===== config.mk =====
export PLATFORM = sky130hd
export DESIGN_NAME = traffic_phase_ctrl
export DESIGN_NICKNAME = d
export VERILOG_FILES = /design/src/rtl/traffic_phase_ctrl.sv
export SDC_FILE = /design/constraint.sdc
export NUM_CORES = 1
export LEC_CHECK = 0
export ABC_AREA = 1
export BUFFER_PORTS_ARGS = -buffer_cell sky130_fd_sc_hd__buf_2
export CAP_MARGIN = 20
export CORE_ASPECT_RATIO = 1.4
export CORE_MARGIN = 2
export CORE_UTILIZATION = 35
export CTS_CLUSTER_DIAMETER = 150
export DETAILED_ROUTE_END_ITERATION = 10
export SLEW_MARGIN = 0
export SYNTH_ARGS = -nofsm -noshare
export SYNTH_HDL_FRONTEND = slang
export SYNTH_SLANG_ARGS = --single-unit

===== constraint.sdc =====
create_clock -name clk -period 5.6 [get_ports clk]
set_clock_uncertainty 0.2 [all_clocks]
set_input_delay 1.68 -clock clk [delete_from_list [all_inputs] [get_ports clk]]
set_output_delay 1.68 -clock clk [all_outputs]
set_load 0.05 [all_outputs]

===== src/rtl/traffic_phase_ctrl.sv =====
// traffic_phase_ctrl: timed phase sequencer for a two-road intersection
// (north-south / east-west) with a pedestrian walk phase. Time advances in
// ticks, which are single-cycle enables from an upstream divider. Light,
// walk and phase outputs come straight from registers (Moore style).
module traffic_phase_ctrl #(
  parameter int unsigned GREEN_MIN = 2,  // minimum green, ticks
  parameter int unsigned GREEN_MAX = 6,  // maximum green under opposing demand, ticks
  parameter int unsigned YELLOW    = 3,  // yellow duration, ticks
  parameter int unsigned ALLRED    = 1,  // all-red clearance, ticks
  parameter int unsigned WALK      = 4   // pedestrian walk, ticks
) (
  input  logic       clk,
  input  logic       reset,
  input  logic       tick,
  input  logic       car_ns,
  input  logic       car_ew,
  input  logic       ped_req,
  output logic [2:0] ns_light,
  output logic [2:0] ew_light,
  output logic       walk,
  output logic [2:0] phase,
  output logic       ped_pending
);

  typedef enum logic [2:0] {
    PH_ALLRED = 3'd0,
    PH_NS_G   = 3'd1,
    PH_NS_Y   = 3'd2,
    PH_EW_G   = 3'd3,
    PH_EW_Y   = 3'd4,
    PH_PED    = 3'd5
  } phase_e;

  // Light encoding {red,yellow,green}
  localparam logic [2:0] LT_RED    = 3'b100;
  localparam logic [2:0] LT_YELLOW = 3'b010;
  localparam logic [2:0] LT_GREEN  = 3'b001;

  // Durations widened to 9 bits so cnt+1 never wraps in the comparison
  localparam logic [8:0] L_GREEN_MIN = 9'(GREEN_MIN);
  localparam logic [8:0] L_GREEN_MAX = 9'(GREEN_MAX);
  localparam logic [8:0] L_YELLOW    = 9'(YELLOW);
  localparam logic [8:0] L_ALLRED    = 9'(ALLRED);
  localparam logic [8:0] L_WALK      = 9'(WALK);

  phase_e     r_phase;
  logic [7:0] r_cnt;
  logic       r_next_ew;
  logic       r_ped_pending;
  logic [2:0] r_ns_light;
  logic [2:0] r_ew_light;
  logic       r_walk;

  phase_e     w_next_phase;
  logic       w_next_ew;
  logic [8:0] w_served;
  logic       w_ns_opposing;
  logic       w_ew_opposing;
  logic       w_phase_change;
  logic       w_enter_ped;

  function automatic logic [2:0] ns_of(input phase_e p);
    case (p)
      PH_NS_G: ns_of = LT_GREEN;
      PH_NS_Y: ns_of = LT_YELLOW;
      default: ns_of = LT_RED;
    endcase
  endfunction

  function automatic logic [2:0] ew_of(input phase_e p);
    case (p)
      PH_EW_G: ew_of = LT_GREEN;
      PH_EW_Y: ew_of = LT_YELLOW;
      default: ew_of = LT_RED;
    endcase
  endfunction

  // Ticks served in the current phase, counting the tick being applied now
  assign w_served      = {1'b0, r_cnt} + 9'd1;
  assign w_ns_opposing = car_ew | r_ped_pending;
  assign w_ew_opposing = car_ns | r_ped_pending;

  // Next-phase selection; transitions only happen on tick cycles
  always_comb begin
    // NOTE: defaults first so every path assigns every output -- no latches.
    w_next_phase = r_phase;
    w_next_ew    = r_next_ew;
    case (r_phase)
      PH_ALLRED: begin
        if (tick && (w_served >= L_ALLRED)) begin
          if (r_ped_pending)  w_next_phase = PH_PED;
          else if (r_next_ew) w_next_phase = PH_EW_G;
          else                w_next_phase = PH_NS_G;
        end
      end
      PH_NS_G: begin
        // Max-out under demand, or gap-out once minimum served and NS is empty
        if (tick && w_ns_opposing &&
            ((w_served >= L_GREEN_MAX) || ((w_served >= L_GREEN_MIN) && !car_ns)))
          w_next_phase = PH_NS_Y;
      end
      PH_NS_Y: begin
        if (tick && (w_served >= L_YELLOW)) begin
          w_next_phase = PH_ALLRED;
          w_next_ew    = 1'b1;
        end
      end
      PH_EW_G: begin
        if (tick && w_ew_opposing &&
            ((w_served >= L_GREEN_MAX) || ((w_served >= L_GREEN_MIN) && !car_ew)))
          w_next_phase = PH_EW_Y;
      end
      PH_EW_Y: begin
        if (tick && (w_served >= L_YELLOW)) begin
          w_next_phase = PH_ALLRED;
          w_next_ew    = 1'b0;
        end
      end
      PH_PED: begin
        if (tick && (w_served >= L_WALK))
          w_next_phase = r_next_ew ? PH_EW_G : PH_NS_G;
      end
      default: begin
        // Codes 6/7 are unreachable; recover to a safe all-red start
        w_next_phase = PH_ALLRED;
        w_next_ew    = 1'b0;
      end
    endcase
  end

  assign w_phase_change = (w_next_phase != r_phase);
  assign w_enter_ped    = (w_next_phase == PH_PED) && (r_phase != PH_PED);

  // Phase register, tick counter, pedestrian latch and registered light outputs
  always_ff @(posedge clk) begin
    // NOTE: non-blocking assignments so every register samples pre-edge values.
    if (reset) begin
      r_phase       <= PH_ALLRED;
      r_cnt         <= 8'd0;
      r_next_ew     <= 1'b0;
      r_ped_pending <= 1'b0;
      r_ns_light    <= LT_RED;
      r_ew_light    <= LT_RED;
      r_walk        <= 1'b0;
    end else begin
      r_phase   <= w_next_phase;
      r_next_ew <= w_next_ew;

      if (w_phase_change)
        r_cnt <= 8'd0;
      else if (tick && (r_cnt != 8'hFF))
        r_cnt <= r_cnt + 8'd1;

      // Entering PED serves the request and absorbs a same-cycle press
      if (w_enter_ped)
        r_ped_pending <= 1'b0;
      else if (ped_req && (r_phase != PH_PED))
        r_ped_pending <= 1'b1;

      r_ns_light <= ns_of(w_next_phase);
      r_ew_light <= ew_of(w_next_phase);
      r_walk     <= (w_next_phase == PH_PED);
    end
  end

  assign ns_light    = r_ns_light;
  assign ew_light    = r_ew_light;
  assign walk        = r_walk;
  assign phase       = r_phase;
  assign ped_pending = r_ped_pending;

endmodule


# Yosys cells after proc, flatten, opt, wreduce, memory -nomap -nowiden
# Index checks and enable logic that the tools add are counted.
# totals
output_inout_bits	11
mem_count	0
mem_bits_ro	0
inputBits	6
mem_bits_rw	0
latch_bits	0
ff_bits	20
# classes
shifts	0
reduce_logical	22
order_cmp	5
eq_ne	15
n_mux	13
n_mul	0
n_bitwise	3
n_div	0
addsub	2
# op_table
operator	count
>= comparator 9 x 2 -> 1 bit, second input constant	2
>= comparator 9 x 3 -> 1 bit, second input constant	2
2-to-1 mux 3 bit	6
case mux 3 bit (5 select lines)	1
== test 3 x 2 -> 1 bit, second input constant	4
== test 3 bit, second input constant	4
logical AND 1 bit	12
case mux 3 bit (2 select lines)	2
adder 8 x 1 -> 9 bit, second input constant	1
>= comparator 9 x 1 -> 1 bit, second input constant	1
adder 8 x 1 -> 8 bit, second input constant	1
!= test 8 bit, second input constant	1
== test 3 x 1 -> 1 bit, second input constant	2
OR reduction 2 bit	3
!= test 2 bit, second input constant	2
OR reduction 4 bit	1
logical NOT 3 bit	1
!= test 3 bit	1
!= test 3 bit, second input constant	1
case mux 1 bit (3 select lines)	1
AND reduction 3 bit	1
logical NOT 1 bit	2
logical OR 1 bit	2
2-to-1 mux 1 bit	2
other kinds (3)	4

# Longest topological paths before layout
# Gate-level depths: netlist of the first run.
# depth
depth_word	10
ltp_mapped	18
depth_no_buf	18

# Worst setup path after synthesis of the first run
# No wires, ideal clock.
# synth_path
path_kind	input to register
startpoint	in tick
endpoint	reg r_cnt[0]
required_ps	5334
path_stages	8
setup_time_ps	66
path_slack_ps	2669
t_arrival_ps	2664
path_buffers	0
path_cell_list	inv_1 > nor3_1 > nand3b_1 > nand3_2 > nor2_4 > a21oi_1 > nand3_2 > nor2_1
# synth_via
elab_chain_len	6
elab_cells_between_ends	16
classes_between	eq/ne (1); mux (6); reduce/logical (9)
# synth_lines
element	line	text
start, declared	14	input logic tick,
logical AND 1 bit (on tied branches) (2 in a row)	109, 98	
2-to-1 mux 3 bit (on tied branches)	109, 98	
case mux 3 bit (5 select lines)	88	case (r_phase)
!= test 3 bit	131	assign w_phase_change = (w_next_phase != r_phase);
OR reduction 2 bit (no source line)	n/a	
end signal, assigned	152	r_cnt <= r_cnt + 8'd1;
end, declared	47	logic [7:0] r_cnt;
# Parallel ways exist; a longest one is shown, timed or not.
# A chain may end at the register's enable or synchronous reset.

# Final worst setup path of the first run
# layout_path
startpoint	in tick
endpoint	reg r_cnt[4]
# Same word-level chain as after synthesis.

==> flow_summary.ini, run 1 <==
[synthesis]
synth_top_area_frac = 0.325
yosys_warnings = 0
synth_area_leader_cell = dfxtp_1
syn-num-nets = 197
synthCells = 186
yosys-top-cells-area = dfxtp_1, nand2_1, inv_1, nor2_1, ha_1
yosysMostFrequentCell = nand2_1
synth-edff-count = 0
syn_area_per_cell_sq_um = 6.62
synth_seq_area_share = 0.325
ys.flop_type = dfxtp_1
ys_ff_latch = 20
ys_types = 25
async_reset_ff_frac = 0
synth_area_sq_mm = 0.00123
netlist_top_cells_count = nand2_1, inv_1, nor2_1, dfxtp_1, nand3_1

[clocking]
clk_latency_ns = 0.26
cts_tree = done
cts_sinks = 20
cts_resized = 0
cts_buffers = 3
clk_pin_slew_ns = 0.07
postCtsHoldBufs = 0
clockRootBuffer = clkbuf_8
htreeDepth = 1
clock_path_buffers = 2
postCtsSetupBuffers = 0

[floorplanning]
num_io_pins = 17
die_h_um = 74.2
start_util = 0.364
core-area_sq_mm = 0.00338
row_count = 25
die_w_um = 54.1
fp.dieArea_sq_mm = 0.00401

[hold_path]
hold_depth = 2
min_path_type = flip-flop to flip-flop

[job]
cap_viol_max_count = 0

[timing]
max-slew-margin-rel = 0.564
rsz0062_at_grt = no
period_needed_ns = 3.01
setup_viol = 0
slew_viol_final = 0
worst_pin_slew_ns = 0.652
timing.final.crit_share = 0.537
hold_viol_final = 0
finalSetupTns_ns = 0
fmax_mhz = 333

[worst_setup_path]
crit_buf_inv = 2
cpPeakStageDelay_ns = 0.32
reg2reg_depth = 15
endpoint_kind = flip-flop
crit_family = simple AND/OR/NAND/NOR gates
path_depth = 9
path_class = primary input to flip-flop
cp_cell_sequence = buf_2 > inv_1 > nor3_1 > nand3b_1 > nand3_2 > nor2_4 > a21oi_1 > nand3_2 > nor2_1
cp.required_ns = 5.60
start_kind = primary input
cp.arrival_ns = 3.00
path_max_fanout = 8
crit_top_cell = nand3_2
critical-path-slowest-cell = nor3_1

[grt]
gr-total-overflow = 0
grt_pass1_vias = 1106
grt_max_degree = 13
grt_first_pass_wirelength_mm = 4.77
antenna_found_initial = 0
grt_use_total = 0.161

[drt]
ant_nets = 0
finalWirelength_mm = 2.77
drt_iter0_markers = 18
vias = 1182
routedWlPerCell_um = 11.4
drt_first_pass_iters = 4
viasPerCell = 4.84
drc_errors = 0

[place]
place_hpwl_mm = 2.24
place.gp.congestion = 0.851
io_buffers = 16

[layout]
fin_nets = 216
nFillCells = 373
drive_gt1_frac = 0.181
syn2layout_area_growth_pct = 15.1
antennaDiodeCount = 0
post-route-util = 0.420

[pwr]
p_leak_nw = 0.708
p_per_area_mw_per_mm2 = 349
ir_worst_vdd_v = 0.000271

[run_status]
outcome = completed
[cell type report]
cell class / instances / area, sq um / share of cell area
clock inverter: 1 / 30.0 / 0.0212
sequential: 20 / 400 / 0.282
multi-input combinational: 138 / 718 / 0.507
clock buffer: 3 / 41.3 / 0.0291
timing repair buffer: 16 / 80.1 / 0.0565
tap: 40 / 50.0 / 0.0353
inverter: 26 / 97.6 / 0.0688
[cells in the final DEF, fill, tap and decap left out, drive strengths merged]
| master | count |
|---|---|
| a21oi | 8 |
| a31oi | 1 |
| buf | 16 |
| bufinv | 1 |
| clkbuf | 3 |
| dfxtp | 20 |
| ha | 5 |
| inv | 26 |
| nand2 | 53 |
| nand3 | 15 |
| nand3b | 1 |
| nand4 | 7 |
| nor2 | 32 |
| nor3 | 5 |
| o2111ai | 1 |
| o211ai | 1 |
| o21ai | 6 |
| o21bai | 1 |
| xnor2 | 1 |
| xor2 | 1 |
[where the power goes]
group          switching [mW]  internal (mW)
combinational           0.125         0.0504
clock                  0.0485         0.0954
sequential             0.0168          0.159
[kinds of logic after synthesis]
group	synth area share
fa+ha+maj	0.0508
simple gates	0.437
xor+xnor	0.0142
flops	0.325
compound gates	0.0813
buf+inv	0.0915
[layer usage]
metal,GRT usage,up-vias,part of all wire
met4,0.0778,0,0.018
met3,0.0141,6,0.023
met5,0,-,0
met1,0.179,530,0.43
met2,0.295,18,0.52
li1,-,628,-
[tightest hold or removal path, stage by stage, from the launching register on]
cell and delay (ns):
dfxtp_1 0.33, o211ai_1 0.09, a21oi_1 0.06
[flip-flops by register name, indices dropped and copies added, names as in the netlist]
| signal | count |
|---|---|
| r_cnt | 8 |
| ew_light | 3 |
| phase | 3 |
| ped_pending | 1 |
| r_next_ew | 1 |
| ns_light | 3 |
| walk | 1 |
[worst paths after layout]
| path | start | end | slack [ns] |
|---|---|---|---|
| min reg2reg | r_next_ew | r_next_ew | 0.33 |
| max | tick | r_cnt[4] | 2.59 |
| min | r_next_ew | r_next_ew | 0.33 |
| max reg2reg | r_cnt[1] | r_cnt[4] | 2.93 |
[stage by stage]
stage / cells / worst slack (ns) / hold WS (ns) / instance area [sq um] / power (mW)
after floorplan: 186 / 2.67 / 0.282 / 1230 / 0.318
after global placement: 240 / 2.38 / 0.314 / 1350 / 0.355
after detailed placement: 240 / 2.29 / 0.319 / 1350 / 0.356
after CTS: 244 / 2.56 / 0.329 / 1420 / 0.500
after global routing: 244 / 2.41 / 0.363 / 1420 / 0.530
final: 244 / 2.59 / 0.329 / 1420 / 0.495
Power figures use the tool's default switching activity.
==> inputs of run 2 (changes only) <==
--- a/config.mk
+++ b/config.mk
@@ -5,7 +5,7 @@
 export SDC_FILE = /design/constraint.sdc
 export NUM_CORES = 1
 export LEC_CHECK = 0
-export ABC_AREA = 1
+export ABC_AREA = 0
 export BUFFER_PORTS_ARGS = -buffer_cell sky130_fd_sc_hd__buf_2
 export CAP_MARGIN = 20
 export CORE_ASPECT_RATIO = 1.4
==> constraint.sdc (replaced) <==
create_clock -name clk -period 2.7 [get_ports clk]
set_clock_uncertainty 0.2 [all_clocks]
set_input_delay 0.81 -clock clk [delete_from_list [all_inputs] [get_ports clk]]
set_output_delay 0.81 -clock clk [all_outputs]
set_load 0.05 [all_outputs]
==> run 2 against run 1 <==
  * The run now ends with setup timing left
  * Clock power increased by 100%
  * Design area increased by 27%
  * Combinational power increased by 47%
  * Wire length increased by 26%
  * Critical endpoint is now r_cnt[5]
  * Die area about the same
  * Register-to-register slack got worse by 3.0 ns
  * Worst setup slack got worse by 2.7 ns
  * Synthesized cell count decreased by 23%
  * Synthesized area decreased by 0.10%
  * Core utilization increased by 11 points
  * Final cell count decreased by 8.2%
==> flow_summary.ini, run 2 <==
[drt]
met1Wirelength_mm = 1.31
drt_first_pass_iters = 4
drc_errors = 0
viasPerCell = 5.59
routedWlPerCell_um = 15.5
vias = 1253
ant_nets = 0
dr_wl_met3_um = 99
highest_layer = met4
route.met2.wl_mm = 1.98
finalWirelength_mm = 3.48
drt_iter0_markers = 30

[timing]
max-slew-margin-rel = 0.563
setup_viol = 7
period_needed_ns = 2.77
timing.final.crit_share = 1.03
worst_pin_slew_ns = 0.654
timing.hold.ws_ns = 0.348
rsz0062_at_grt = yes
slew_viol_final = 0
fmax_mhz = 361
hold_viol_final = 0
layout_setup_ws_ns = -0.0716

[floorplanning]
fp.dieArea_sq_mm = 0.00401
die_h_um = 74.1
start_util = 0.364
core-area_sq_mm = 0.00338
die_w_um = 54.1
row_count = 25
num_io_pins = 17

[layout]
antennaDiodeCount = 0
finalInstanceArea_sq_mm = 0.00180
layout_commonest_cell = buf_4
drive_gt1_frac = 0.462
final_cell_mix = buf_4, dfxtp_1, buf_2
fin_nets = 196
multi_input_area_sq_um = 941
syn2layout_area_growth_pct = 46.1
ff_latch_area_sq_um = 409
regMostFlops = r_cnt
largest_register_ffs = 8
nFillCells = 303
instances_no_fill = 224

[worst_setup_path]
reg2reg_from = r_cnt[0]
endpoint_kind = flip-flop
regToRegEndpoint = r_cnt[5]
cp.arrival_ns = 2.74
r2r_slack_ns = -0.07
path_max_fanout = 8
path_class = flip-flop to flip-flop
start_kind = flip-flop
reg2reg_depth = 9
cp-endpoint = r_cnt[5]
crit_start = r_cnt[0]
cp.required_ns = 2.67

[synthesis]
synth_seq_area_share = 0.326
ys_types = 44
syn-num-nets = 154
synth_xor_area_frac = 0.0570
yosysMostFrequentCell = dfxtp_1
synth_top_area_frac = 0.326
synth_area_sq_mm = 0.00123
synth-simple-area-share = 0.294
synth_compound_area_frac = 0.205
synth_area_leader_cell = dfxtp_1
ys.flop_type = dfxtp_1
async_reset_ff_frac = 0
syn_area_per_cell_sq_um = 8.60
synthAdderAreaFrac = 0.0509
yosys-top-cells-area = dfxtp_1, ha_1, nor2_1, xor2_1, nor4_1
muxShareOfSynthArea = 0.0203
netlist_top_cells_count = dfxtp_1, nor2_1, nand2_1, nor4_1
ys_ff_latch = 20
synth-edff-count = 0
synth_top_family_by_area = simple AND/OR/NAND/NOR gates
synthCells = 143
yosys_warnings = 0

[grt]
grt_first_pass_wirelength_mm = 5.65
gr-total-overflow = 0
grt_max_degree = 16
grt_pass1_vias = 1286
antenna_found_initial = 0
grt_use_total = 0.186

[pwr]
finalPower_uw = 874
p_leak_nw = 0.709
ir_worst_vdd_v = 0.000622
p_per_area_mw_per_mm2 = 487

[clocking]
clockRootBuffer = clkbuf_8
cts_sinks = 20
htreeDepth = 1
clk_pin_slew_ns = 0.07
cts_buffers = 3
clk_latency_ns = 0.25
cts_tree = done
clock_path_buffers = 2
postCtsHoldBufs = 0

[place]
place_hpwl_mm = 2.55
place_inst = 215
place.gp.congestion = 0.881
io_buffers = 16
post_dp_cell_area_sq_mm = 0.00150

[job]
cap_viol_max_count = 0

[run_status]
outcome = finished, violations left
violations = setup timing

[hold_path]
min_path_type = flip-flop to flip-flop
hold_depth = 2
==> run 2: cell count changes in the layout (fill, tap and decap cells not counted), moves of 4 or more <==
cell     delta
nor4_2      +5
nand3_1    -10
nor2b_1     +4
inv_1      -20
a31oi_1     +4
nor2_1     -11
buf_4      +23
nor2_2      -4
a21oi_1     -6
xor2_1      +4
nand2_1    -41
==> run 2: what timing repair did <==
item / CTS / global route
pin swaps: 8 / 14
setup endpoints to repair: 11 / 14
cloned: 0 / 0
setup buffers: 1 / 4
gates resized for setup: 18 / 18
==> run 2: worst min-delay path by stage <==
stage | from | endpoint | slack [ns]
final | r_next_ew | r_next_ew | 0.35
after global routing | r_next_ew | r_next_ew | 0.38
after CTS | r_next_ew | r_next_ew | 0.35
after detailed placement | r_next_ew | r_next_ew | 0.33
after global placement | r_next_ew | r_next_ew | 0.32
after floorplan | r_next_ew | r_next_ew | 0.29
==> run 2: cells by family after synthesis <==
group	after synthesis
AO/OA/AOI/OAI	31
XOR/XNOR	8
adder cells (fa/ha/maj)	5
buffers and inverters	11
flip-flops	20
multiplexers	2
AND/OR/NAND/NOR	66
==> run 2: layout make-up <==
type                            instances  area share
Clock buffer                            3      0.0230
Multi-Input combinational cell        112       0.524
Inverter                                5      0.0104
Tap cell                               40      0.0279
Clock inverter                          1      0.0167
Timing Repair Buffer                   43       0.171
Sequential cell                        20       0.228
==> run 2: metrics by stage <==
step           setup slack, ns  setup TNS [ns]  utilization
2_1_floorplan           0.0263               0            -
3_3_place_gp            -0.100          -0.268        0.444
3_5_place_dp           -0.0786          -0.554        0.444
4_1_cts                -0.0509          -0.252        0.497
5_1_grt                 -0.158           -1.25        0.532
6_report               -0.0716          -0.223        0.532
==> run 2: metal layers <==
metal	GRT usage	vias to the layer above
met2	0.354	28
li1	-	606
met1	0.203	609
met5	0	-
met3	0.0261	10
met4	0.0639	0
==> run 2: critical path, cell delays in order (launching register included) <==
cell	delay (ns)
dfxtp_4	0.39
ha_4	0.16
or4b_4	0.52
a32oi_4	0.30
a41o_2	0.29
a22oi_2	0.12
nand3_4	0.09
mux2_4	0.37
buf_6	0.14
nor4_2	0.11
==> run 2: power breakdown <==
group,total [mW],internal [mW],switching (mW)
Clock,0.288,0.198,0.0903
Combinational,0.257,0.109,0.148
Sequential,0.329,0.310,0.0186
Total,0.874,0.617,0.257
